--- src/rtl/game_timer_seq_pkg.sv ---
// Shared types for the round countdown sequencer: state encoding and the
// status bundle that is decoded from the state register.
package game_timer_pkg;

  localparam int unsigned STATE_W = 3;

  typedef enum logic [STATE_W-1:0] {
    ST_IDLE    = 3'd0,
    ST_LOAD    = 3'd1,
    ST_SETTLE  = 3'd2,
    ST_RUN     = 3'd3,
    ST_PAUSED  = 3'd4,
    ST_EXPIRED = 3'd5,
    ST_DONE    = 3'd6
  } state_e;

  typedef struct packed {
    logic reconfig;
    logic running;
    logic time_up;
    logic round_done;
  } status_t;

  // Moore status decode; every flag depends on the registered state only.
  function automatic status_t decode_status(input state_e s);
    status_t st;
    st            = '0;
    st.reconfig   = (s == ST_LOAD);
    st.running    = (s == ST_RUN);
    st.time_up    = (s == ST_EXPIRED);
    st.round_done = (s == ST_DONE);
    return st;
  endfunction

endpackage

--- src/rtl/game_timer_seq_if.sv ---
// Handshake bundle between the game controller / digit chain and the
// round countdown sequencer.
interface game_timer_seq_if #(
  parameter int unsigned NUM_DIGITS = 2
);

  logic                  Start;
  logic                  Pause;
  logic                  Answered;
  logic [NUM_DIGITS-1:0] DigitZero;
  logic                  Reconfig;
  logic                  Decrement;
  logic                  Running;
  logic                  TimeUp;
  logic                  RoundDone;
  logic [2:0]            Phase;

  // Controller / environment side.
  modport master (
    output Start, Pause, Answered, DigitZero,
    input  Reconfig, Decrement, Running, TimeUp, RoundDone, Phase
  );

  // Sequencer side.
  modport slave (
    input  Start, Pause, Answered, DigitZero,
    output Reconfig, Decrement, Running, TimeUp, RoundDone, Phase
  );

endinterface

--- src/rtl/game_timer_seq_tick_prescaler.sv ---
// Countdown tick prescaler: counts 0..TICK_DIV-1 while enabled, wraps,
// and flags the terminal count combinationally from the count register.
module tick_prescaler #(
  parameter int unsigned TICK_DIV = 50_000_000
) (
  input  logic Clock,
  input  logic Reset,
  input  logic clear,
  input  logic enable,
  output logic tick
);

  localparam int unsigned       CW   = $clog2(TICK_DIV);
  localparam logic [CW-1:0]     TERM = CW'(TICK_DIV - 1);

  logic [CW-1:0] count_q;
  logic [CW-1:0] count_d;

  // Next count: clear wins, otherwise advance and wrap at the terminal count.
  always_comb begin
    count_d = count_q;
    if (clear) begin
      count_d = '0;
    end else if (enable) begin
      if (count_q == TERM) begin
        count_d = '0;
      end else begin
        count_d = count_q + CW'(1);
      end
    end
  end

  // Count register.
  always_ff @(posedge Clock or posedge Reset) begin
    if (Reset) begin
      count_q <= '0;
    end else begin
      count_q <= count_d;
    end
  end

  // Terminal-count flag.
  always_comb begin
    tick = (count_q == TERM);
  end

endmodule

--- src/rtl/game_timer_seq.sv ---
// Round countdown sequencer: round FSM, registered digit-decrement pulse and
// Moore status decode. The prescaler advances on every RUN cycle (including
// the cycle in which Pause is sampled) and is frozen in PAUSED.
module game_timer_seq
  import game_timer_pkg::*;
#(
  parameter int unsigned TICK_DIV   = 50_000_000,
  parameter int unsigned NUM_DIGITS = 2
) (
  input  logic             Clock,
  input  logic             Reset,
  game_timer_seq_if.slave  bus
);

  state_e                state_q;
  state_e                state_d;
  logic                  dec_q;
  logic                  dec_d;
  logic                  tick;
  logic                  pre_clear;
  logic                  pre_enable;
  logic                  start_ok;
  logic                  all_zero;
  logic [NUM_DIGITS-1:0] zero_flags;
  status_t               status;

  tick_prescaler #(
    .TICK_DIV (TICK_DIV)
  ) u_prescaler (
    .Clock  (Clock),
    .Reset  (Reset),
    .clear  (pre_clear),
    .enable (pre_enable),
    .tick   (tick)
  );

  // Time-out condition: every digit reads zero.
  always_comb begin
    zero_flags = bus.DigitZero;
    all_zero   = &zero_flags;
  end

  // Next state, prescaler control and the decrement request. Start outranks
  // Answered, which outranks the tick, which outranks Pause; a tick that
  // coincides with Pause is still serviced before the move to PAUSED.
  always_comb begin
    state_d    = state_q;
    dec_d      = 1'b0;
    pre_enable = 1'b0;
    start_ok   = bus.Start && (state_q != ST_LOAD) && (state_q != ST_SETTLE);
    pre_clear  = start_ok;

    if (start_ok) begin
      state_d = ST_LOAD;
    end else begin
      case (state_q)
        ST_IDLE: begin
          state_d = ST_IDLE;
        end
        ST_LOAD: begin
          state_d = ST_SETTLE;
        end
        ST_SETTLE: begin
          state_d   = ST_RUN;
          pre_clear = 1'b1;
        end
        ST_RUN: begin
          pre_enable = 1'b1;
          if (bus.Answered) begin
            state_d = ST_DONE;
          end else if (tick && all_zero) begin
            state_d = ST_EXPIRED;
          end else begin
            dec_d = tick;
            if (bus.Pause) begin
              state_d = ST_PAUSED;
            end
          end
        end
        ST_PAUSED: begin
          if (bus.Answered) begin
            state_d = ST_DONE;
          end else if (!bus.Pause) begin
            state_d = ST_RUN;
          end
        end
        ST_EXPIRED, ST_DONE: begin
          state_d = state_q;
        end
        default: begin
          state_d = ST_IDLE;
        end
      endcase
    end
  end

  // State and decrement registers.
  always_ff @(posedge Clock or posedge Reset) begin
    if (Reset) begin
      state_q <= ST_IDLE;
      dec_q   <= 1'b0;
    end else begin
      state_q <= state_d;
      dec_q   <= dec_d;
    end
  end

  // Output decode from registers only.
  always_comb begin
    status        = decode_status(state_q);
    bus.Reconfig  = status.reconfig;
    bus.Running   = status.running;
    bus.TimeUp    = status.time_up;
    bus.RoundDone = status.round_done;
    bus.Phase     = state_q;
    bus.Decrement = dec_q;
  end

endmodule
--- src/flat_wrapper.sv ---
// flat-port wrapper written by rule: the top's interface ports become plain ports
module game_timer_seq_flat import game_timer_pkg::*;
#(
  parameter int unsigned TICK_DIV   = 50_000_000,
  parameter int unsigned NUM_DIGITS = 2
)
  (Clock, Reset, bus_Start, bus_Pause, bus_Answered, bus_DigitZero, bus_Reconfig, bus_Decrement, bus_Running, bus_TimeUp, bus_RoundDone, bus_Phase);
  game_timer_seq_if #(.NUM_DIGITS(NUM_DIGITS)) bus_i ();
  input  logic Clock;
  input  logic Reset;
  input wire logic [$bits(bus_i.Start)-1:0] bus_Start;
  input wire logic [$bits(bus_i.Pause)-1:0] bus_Pause;
  input wire logic [$bits(bus_i.Answered)-1:0] bus_Answered;
  input wire logic [$bits(bus_i.DigitZero)-1:0] bus_DigitZero;
  output wire logic [$bits(bus_i.Reconfig)-1:0] bus_Reconfig;
  output wire logic [$bits(bus_i.Decrement)-1:0] bus_Decrement;
  output wire logic [$bits(bus_i.Running)-1:0] bus_Running;
  output wire logic [$bits(bus_i.TimeUp)-1:0] bus_TimeUp;
  output wire logic [$bits(bus_i.RoundDone)-1:0] bus_RoundDone;
  output wire logic [$bits(bus_i.Phase)-1:0] bus_Phase;
  assign bus_i.Start = bus_Start;
  assign bus_i.Pause = bus_Pause;
  assign bus_i.Answered = bus_Answered;
  assign bus_i.DigitZero = bus_DigitZero;
  assign bus_Reconfig = bus_i.Reconfig;
  assign bus_Decrement = bus_i.Decrement;
  assign bus_Running = bus_i.Running;
  assign bus_TimeUp = bus_i.TimeUp;
  assign bus_RoundDone = bus_i.RoundDone;
  assign bus_Phase = bus_i.Phase;
  game_timer_seq #(.TICK_DIV(TICK_DIV), .NUM_DIGITS(NUM_DIGITS)) u_core (.Clock(Clock), .Reset(Reset), .bus(bus_i));
endmodule
--- config.mk ---
export PLATFORM = sky130hd
export DESIGN_NAME = game_timer_seq_flat
export DESIGN_NICKNAME = d
export VERILOG_FILES = /design/src/rtl/game_timer_seq_pkg.sv /design/src/rtl/game_timer_seq_if.sv /design/src/rtl/game_timer_seq_tick_prescaler.sv /design/src/rtl/game_timer_seq.sv /design/src/flat_wrapper.sv
export SDC_FILE = /design/constraint.sdc
export NUM_CORES = 1
export LEC_CHECK = 0
export CAP_MARGIN = 20
export CORE_MARGIN = 2
export CORE_UTILIZATION = 48
export CTS_BUF_LIST = sky130_fd_sc_hd__clkbuf_8
export CTS_CLUSTER_DIAMETER = 200
export DETAILED_ROUTE_END_ITERATION = 6
export PLACE_DENSITY = 0.74
export SYNTH_ARGS = -nofsm -noshare
export SYNTH_HDL_FRONTEND = slang
export SYNTH_SLANG_ARGS = --single-unit
--- constraint.sdc ---
create_clock -name Clock -period 3.4 [get_ports Clock]
set_input_delay 0.51 -clock Clock [delete_from_list [all_inputs] [get_ports Clock]]
set_output_delay 0.51 -clock Clock [all_outputs]
set_load 0.02 [all_outputs]
# Word level (Yosys, flattened, before mapping)
# Index checks and enable logic that the tools add are counted.
# Widths: inputs -> output; s select.
# word_totals
wordCells,41
out_inout_bits,8
input_bits,7
ff_bits,30
# op_classes
reduce_logical,7
n_eq_ne,12
addsub,1
n_mux,18
# ops
op,n
$mux 26,3
$add 26x1->26 const B,1
$eq 26x26->1 const B,1
$mux 3,6
$pmux 3 s5,1
$eq 3x3->1 const B,3
$mux 1,8
$eq 3x2->1 const B,2
$ne 5x3->1 const B,1
$ne 4x3->1 const B,1
$eq 3x1->1 const B,1
$logic_and 1x1->1,3
$ne 3x1->1 const B,1
$ne 3x2->1 const B,1
$reduce_and 3->1,1
$ne 2x1->1 const B,1
$reduce_and 2->1,1
$reduce_bool 2->1,1
$reduce_or 2->1,1

# Longest topological paths before layout
# Gate-level depths: netlist of the first run.
# logic_depth
word_depth,6
mapped_depth,7
mapped_depth_nobuf,6

# Hierarchy
# From an unflattened synthesis of the first run, not the netlist that was laid out.
# unflattened
cells_unflattened,203
area_unflattened_um2,1823.0
# modules_own_cells
mod,seq_area_each_um2,n_inst,cells_each,area_per_inst_um2
tick_prescaler,650.6,1,156,1456.4
game_timer_seq,100.1,1,47,366.6

# Worst setup path after synthesis of the first run
# No wires, ideal clock.
# synth_path
path_type,reg2reg
from,register u_core.u_prescaler.count_q[11]
to,register u_core.u_prescaler.count_q[12]
setup_ns,0.138
required_time_ns,3.262
t_arrival_ns,1.784
path_stages_with_launch,7
setup_slack_ns,1.478
period_less_slack_ns,1.922
path_buffers,1
cell_sequence,dfrtp_1 > or4b_4 > nor4_4 > a31oi_4 > buf_6 > a41oi_1 > a31oi_1
# synth_via
elab_chain_len,4
word_cells_on_any_way,5
classes_between,add/sub (1); eq/ne (1); mux (3)
# synth_rtl
item,line_no,rtl
from (decl),game_timer_seq_tick_prescaler.sv:16,logic [CW-1:0] count_q;
from (signal assigned),game_timer_seq_tick_prescaler.sv:38,count_q <= count_d;
$add 26x1->26 / $eq 26x26->1 (equally long branches),"game_timer_seq_tick_prescaler.sv:28, game_timer_seq_tick_prescaler.sv:25",
$mux 26 (*),game_timer_seq_tick_prescaler.sv:25,if (count_q == TERM) begin
$mux 26 (*),game_timer_seq_tick_prescaler.sv:24,end else if (enable) begin
$mux 26 (*),game_timer_seq_tick_prescaler.sv:22,if (clear) begin
# Every way passes the cells marked *; elsewhere a longest branch is shown, timed or not. The select of a mux whose other input is x is not followed.
# A chain may end at the register's enable or synchronous reset.

# Final worst setup path of the first run
# layout_path
from,register u_core.state_q[0] (netlist: u_core.bus.Phase[0])
to,output bus_Running
# layout_via
elab_chain_len,1
# layout_rtl
item,line_no,rtl
from (decl),game_timer_seq.sv:15,state_e state_q;
from (signal assigned),game_timer_seq.sv:103,state_q <= state_d;
$eq 3x2->1,game_timer_seq_pkg.sv:29,st.running = (s == ST_RUN);
to (decl),flat_wrapper.sv:17,output wire logic [$bits(bus_i.Running)-1:0] bus_Running;
# Every way passes these cells.

==> metrics.cfg, run 1 <==
[run_status]
run_status=finished, final reports clean

[timing]
rsz0062_at_grt=false
finClkSkew_ps=6.325
finalSetupTns_ps=0
slew_violations=0
max_freq_mhz=414.2
relSlewSlack_pct=58.19
period_share_pct=71.01
post-route-min-period_ps=2414
hold_viol_final=0
tightest_slew_ps=618.4
setup_viol=0

[yosys]
async_flop_share_pct=100.0
yosys.area.top_type_share_pct=38.91
synth-edff-count=0
synth_area_sq_um=1929
synth_nets=229
syn-instance-count=221
yosysSeqAreaShare_pct=38.91
yosysMostFrequentCell=dfrtp_1
avgSynthCellArea_sq_um=8.730
ys_types=49
ys_ff_latch=30
yosysWarnings=0
yosysTopAreaCell=dfrtp_1
synth_commonest_cells=dfrtp_1, nand2_1, a31oi_1
synth.area.top_cells=dfrtp_1, nand2_1, a31oi_1
synth_flop_cell=dfrtp_1

[cts]
cts_setup_buffers=0
clk_latency_ps=290
clock_sinks=30
cts_hold_buf=0
h-tree-depth=2
numCtsBuffers=5
cts_max_path_buffers=2
clk_transition_reported_paths_ps=70
post_cts_resized=0
clockRootBuffer=clkbuf_8
cts_tree=yes

[placed_design]
placed_area_sq_um=2105
numPortBuffers=14
place_congestion=0.8280
dp.final_hpwl_um=3004
place_inst=278

[detailed_routing]
drtIter0Drc=176
via_count=1745
drt-total-wl_um=4405
postRouteAntennaNets=0
drtPass1Iterations=5
wl_per_cell_um=15.40
vias_per_cell=6.101
route.detailed.drc=0

[setup_path]
arrival_ps=1900
reg2reg_depth=6
crit_required_ps=2890
cp-end-kind=output port
cp-start-kind=flop
crit-reg2reg-launch=u_core.u_prescaler.count_q[0]$_DFFE_PP0P_
crit_fanout=14
r2r-end=u_core.u_prescaler.count_q[24]$_DFFE_PP0P_
r2r_slack_ps=1090
worst_path_largest_cell_delay_ps=600
crit_type=reg2out
crit_chain=nor2b_1, nand2_1, inv_1, clkdlybuf4s50_1
cp_slowest_cell=clkdlybuf4s50_1

[grt]
antenna_found_initial=0
grt_start_max_net_pins=31
grt_pass1_wl_um=7541
grt-ovfl-total=0
grt_pass1_vias=1505
track_usage_pct=22.05

[layout]
final_util_pct=55.79
fin_cells=286
area_delta_synth_final_pct=14.01
multi_input_comb_area_sq_um=1087
final-seq-area_sq_um=750.7
finalInstanceArea_sq_um=2200
nFillCells=357
nNetsFinal=243
final_layout_size_suffix_gt1_share_pct=11.02
num_antenna_cells=0

[floorplan]
die_w_um=67.40
initial_utilization_pct=48.94
die_h_um=67.40
die-area_sq_um=4543
fp-row-count=23
pin_count=15
core_sq_um=3943

[power_and_ir_drop]
p_leak_nw=0.8864
finalPower_mw=1.284
seqPwrFrac_pct=35.6
power_switching_mw=0.5377
switching_share_pct=41.89
clock_power_share_pct=23.7
peakVddDrop_uv=454.5
p_int_mw=0.7460
p_comb_share_pct=40.7
power_density_nw_per_um2=583.6

[hold_path]
hold_path_class=reg2reg
hp-start=u_core.u_prescaler.count_q[12]$_DFFE_PP0P_
worstHoldPathCells=1
hold_end=u_core.u_prescaler.count_q[12]$_DFFE_PP0P_

[job]
maxCapViolations=0

-- worst max path at each step --
stage | from | to | slack (ps)
final | u_core.bus.Phase[0]$_DFFE_PP0P_ | bus_Running | 990
after global routing | u_core.bus.Phase[0]$_DFFE_PP0P_ | bus_Running | 880
after CTS | u_core.bus.Phase[0]$_DFFE_PP0P_ | bus_Running | 980
after detailed placement | bus_Start | u_core.u_prescaler.count_q[9]$_DFFE_PP0P_ | 850
after global placement | bus_Start | u_core.u_prescaler.count_q[3]$_DFFE_PP0P_ | 890
after floorplan | u_core.u_prescaler.count_q[11]$_DFFE_PP0P_ | u_core.u_prescaler.count_q[12]$_DFFE_PP0P_ | 1480
-- worst max-delay path: cells and delay by family (launching register included) --
kind,cells,cell delay (ps)
and+or+nand+nor,2,340
buffers and inverters,2,700
DFF,1,580
-- power groups by stage --
stage          Sequential (mW)  Clock (mW)  Combinational (mW)
3_5_place_dp             0.463           0               0.521
2_1_floorplan            0.437           0               0.376
3_3_place_gp             0.462           0               0.513
6_report                 0.457       0.304               0.522
5_1_grt                  0.467       0.329               0.575
4_1_cts                  0.457       0.312               0.522
-- final cells by class --
class	instances	area share [%]
Sequential cell	30	34.13
Timing Repair Buffer	19	8.077
Multi-Input combinational cell	172	49.43
Inverter	7	1.195
Tap cell	50	2.844
Clock buffer	6	3.754
Clock inverter	2	0.5688
-- cell usage in the layout (no fill, tap or decap), types with 5 or more instances in the layout --
master / count
a21oi_1: 10
a31oi_1: 17
a41oi_1: 5
and3_1: 5
buf_4: 5
clkbuf_8: 6
clkdlybuf4s50_1: 14
dfrtp_1: 30
inv_1: 7
nand2_1: 29
nand3_1: 10
nand4_1: 11
nor2_1: 16
o21ai_0: 13
-- routing by layer --
metal / part of all wire (%) / GRT usage [%] / vias to the layer above
met4: 1.2 / 6.122 / 0
met2: 45 / 32.55 / 42
met3: 4.2 / 5.667 / 5
met5: 0 / 0 / -
met1: 50 / 31.83 / 844
li1: - / - / 854
-- sequential cells by signal (all words and copies together), names as in the netlist --
| name | count |
|---|---|
| u_core.u_prescaler.count_q | 26 |
| u_core.bus.Phase | 3 |
| u_core.bus.Decrement | 1 |
-- logic make-up (layout without fill, tap and decap cells) --
logic type      Yosys count  in the layout  share of synthesized area, %
mux                       4              4                         2.140
compound gates           63             63                         21.72
flops                    30             30                         38.91
xor+xnor                  1              1                        0.4540
simple gates            103            103                         31.19
buf+inv                  19             34                         4.929
fa+ha+maj                 1              1                        0.6484
-- stage by stage --
stage	hold WS, ps	setup slack, ps
floorplan	457.6	1478
global placement	488.1	892.7
detailed placement	494.5	853.5
CTS	504.0	978.5
global route	519.7	884.4
finish	503.1	985.6
Power figures use the tool's default switching activity.
==> inputs of run 2 (changes only) <==
- clock period: 3.4 -> 2.39 ns (I/O delays scaled with it)
==> run 2 against run 1 <==
  * Die area unchanged
  * Power up 46%
  * Largest power group unchanged
  * Highest routed layer unchanged
  * Final area up 3.0%
  * Global-route usage about the same
  * Register-to-register slack lost 800 ps
  * Count of clock-buffer cells in the layout is the same
  * Setup slack got worse by 700 ps
  * Sequential share of layout area shrank 1.0 points
  * Combinational power increased by 64%
  * Final cell count is 2.1% higher
  * Core utilization up 1.7 points
==> metrics.cfg, run 2 (same netlist as run 1, synthesis figures left out) <==
[power_and_ir_drop]
peakVddDrop_uv=677.5  ; +49%
p_comb_share_pct=45.6  ; +4.9 points
finalPower_mw=1.877  ; +46%
power_switching_mw=0.7587  ; +41%
switching_share_pct=40.43  ; -1.5 points
p_int_mw=1.118  ; +50%
clock_power_share_pct=22.3  ; -1.4 points
power_density_nw_per_um2=828.3  ; +42%
seqPwrFrac_pct=32.1  ; -3.5 points
p_leak_nw=0.9324  ; +5.2%

[setup_path]
crit_fanout=13  ; -1
crit_type=reg2out
reg2reg_depth=6  ; unchanged
cp_slowest_cell=clkdlybuf4s50_1
r2r-end=u_core.u_prescaler.count_q[12]$_DFFE_PP0P_
r2r_slack_ps=290  ; -800 ps
crit_family=buffers and inverters
cp-start-kind=flop
arrival_ps=1750  ; -150 ps
crit_required_ps=2030  ; -860 ps
worst_path_largest_cell_delay_ps=600  ; about the same
cp-end-kind=output port
crit_buf_inv=2  ; unchanged
crit-reg2reg-launch=u_core.u_prescaler.count_q[11]$_DFFE_PP0P_
crit_chain=buf_4, nand2b_1, nor2_1, clkdlybuf4s50_1

[detailed_routing]
postRouteAntennaNets=0  ; unchanged
drtIter0Drc=101  ; -43%
drtPass1Iterations=4  ; -1
via_count=1727  ; -1.0%
drt-total-wl_um=4258  ; -3.3%
wl_per_cell_um=14.58  ; -5.3%
vias_per_cell=5.914  ; -3.1%
route.detailed.drc=0  ; unchanged

[cts]
clock_sinks=30  ; unchanged
clockRootBuffer=clkbuf_8
numCtsBuffers=5  ; unchanged
clk_latency_ps=290  ; about the same
cts_tree=yes
cts_setup_buffers=0  ; unchanged
h-tree-depth=2  ; unchanged
cts_max_path_buffers=2  ; unchanged
post_cts_resized=0  ; unchanged
clk_transition_reported_paths_ps=60  ; about the same
cts_hold_buf=0  ; unchanged

[timing]
tightest_slew_ps=410.8  ; -207.6 ps
rsz0062_at_grt=false
setup_viol=0  ; unchanged
finClkSkew_ps=5.568  ; -0.7566 ps
slew_violations=0  ; unchanged
hold_viol_final=0  ; unchanged
relSlewSlack_pct=72.61  ; +14 points
finalSetupTns_ps=0  ; unchanged
max_freq_mhz=474.2
post-route-min-period_ps=2109
setup_ws_ps=281.3  ; -704.3 ps
period_share_pct=88.23

[grt]
grt_start_max_net_pins=32  ; +3.2%
grt_pass1_wl_um=7576  ; +0.46%
antenna_found_initial=0  ; unchanged
grt_pass1_vias=1645  ; +9.3%
grt-ovfl-total=0  ; unchanged
track_usage_pct=22.09  ; +0.043 points

[layout]
layout_common_cells=dfrtp_1, nand2_1, a31oi_1, nor2_1, clkdlybuf4s50_1
fin_cells=292  ; +2.1%
largest_reg_flops=26  ; unchanged
nNetsFinal=249  ; +2.5%
num_antenna_cells=0  ; unchanged
top_register=u_core.u_prescaler.count_q
final_layout_size_suffix_gt1_share_pct=12.81  ; +1.8 points
area_delta_synth_final_pct=17.44
finalInstanceArea_sq_um=2266  ; +3.0%
layout_commonest_cell=dfrtp_1
nFillCells=362  ; +1.4%

[job]
maxCapViolations=0  ; unchanged

[floorplan]
die-area_sq_um=4543  ; unchanged
fp-row-count=23  ; unchanged
pin_count=15  ; unchanged
core_sq_um=3943  ; unchanged
die_w_um=67.40  ; unchanged
initial_utilization_pct=48.94  ; unchanged
die_h_um=67.40  ; unchanged

[hold_path]
hold_path_class=in2async

[placed_design]
pre_cts_slack_ps=257.9  ; -595.6 ps
place_congestion=0.8722  ; +5.3%
numPortBuffers=14  ; unchanged
placed_area_sq_um=2175  ; +3.3%
dp.final_hpwl_um=3014  ; +0.35%
place_inst=284  ; +2.2%

[run_status]
run_status=finished, final reports clean

==> run 2: per-layer routing <==
layer  track usage (%)  wire length, um
met1             31.05             2095
met2             33.42             1930
met3             4.667              170
met4             7.908               61
met5                 0                0
==> run 2: power by group through the flow <==
stage	Sequential [mW]	Combinational [mW]	Clock (mW)
final	0.602	0.856	0.419
after CTS	0.603	0.860	0.431
after detailed placement	0.612	0.857	0
after global placement	0.611	0.857	0
after global routing	0.611	0.953	0.451
after floorplan	0.622	0.535	0
==> run 2: worst register-to-register path, cell delays in order (launching register included) <==
cell,delay [ps]
dfrtp_1,450
or4b_4,550
nor4_4,300
a31oi_4,200
buf_12,200
a41oi_1,220
a31oi_1,60
==> run 2: how the worst max path moves through the flow <==
stage                                                     from                                    endpoint  slack [ps]  cells past startpoint
finish                         u_core.bus.Phase[2]$_DFFE_PP0P_                                bus_Reconfig         280                      4
detailed placement                                   bus_Start  u_core.u_prescaler.count_q[10]$_DFFE_PP0P_         260                      7
CTS                            u_core.bus.Phase[2]$_DFFE_PP0P_                                bus_Reconfig         260                      4
floorplan           u_core.u_prescaler.count_q[11]$_DFFE_PP0P_  u_core.u_prescaler.count_q[12]$_DFFE_PP0P_         470                      6
global route        u_core.u_prescaler.count_q[11]$_DFFE_PP0P_  u_core.u_prescaler.count_q[13]$_DFFE_PP0P_         180                      6
global placement                                     bus_Start  u_core.u_prescaler.count_q[23]$_DFFE_PP0P_         290                      7
==> run 2: per-stage QoR <==
step / util, % / hold slack, ps
finish: 57.47 / 449.5
global route: 57.47 / 518.3
CTS: 57.47 / 466.7
detailed placement: 55.16 / 487.9
global placement: 55.16 / 488.0
floorplan: - / 429.3
==> run 2: cell type report <==
class	count	area [sq um]	area share [%]
Sequential cell	30	750.7	33.13
Tap cell	50	62.56	2.761
Clock buffer	6	82.58	3.644
Multi-Input combinational cell	172	1087	47.98
Clock inverter	2	8.758	0.3865
Inverter	7	26.28	1.160
Timing Repair Buffer	25	247.7	10.93
==> inputs of run 3 (changes only) <==
- CTS_CLUSTER_DIAMETER: 200 -> not set
- SLEW_MARGIN: not set -> 10
==> results of run 3 <==
Final layout, timing and power as in run 2 (identical DEF).
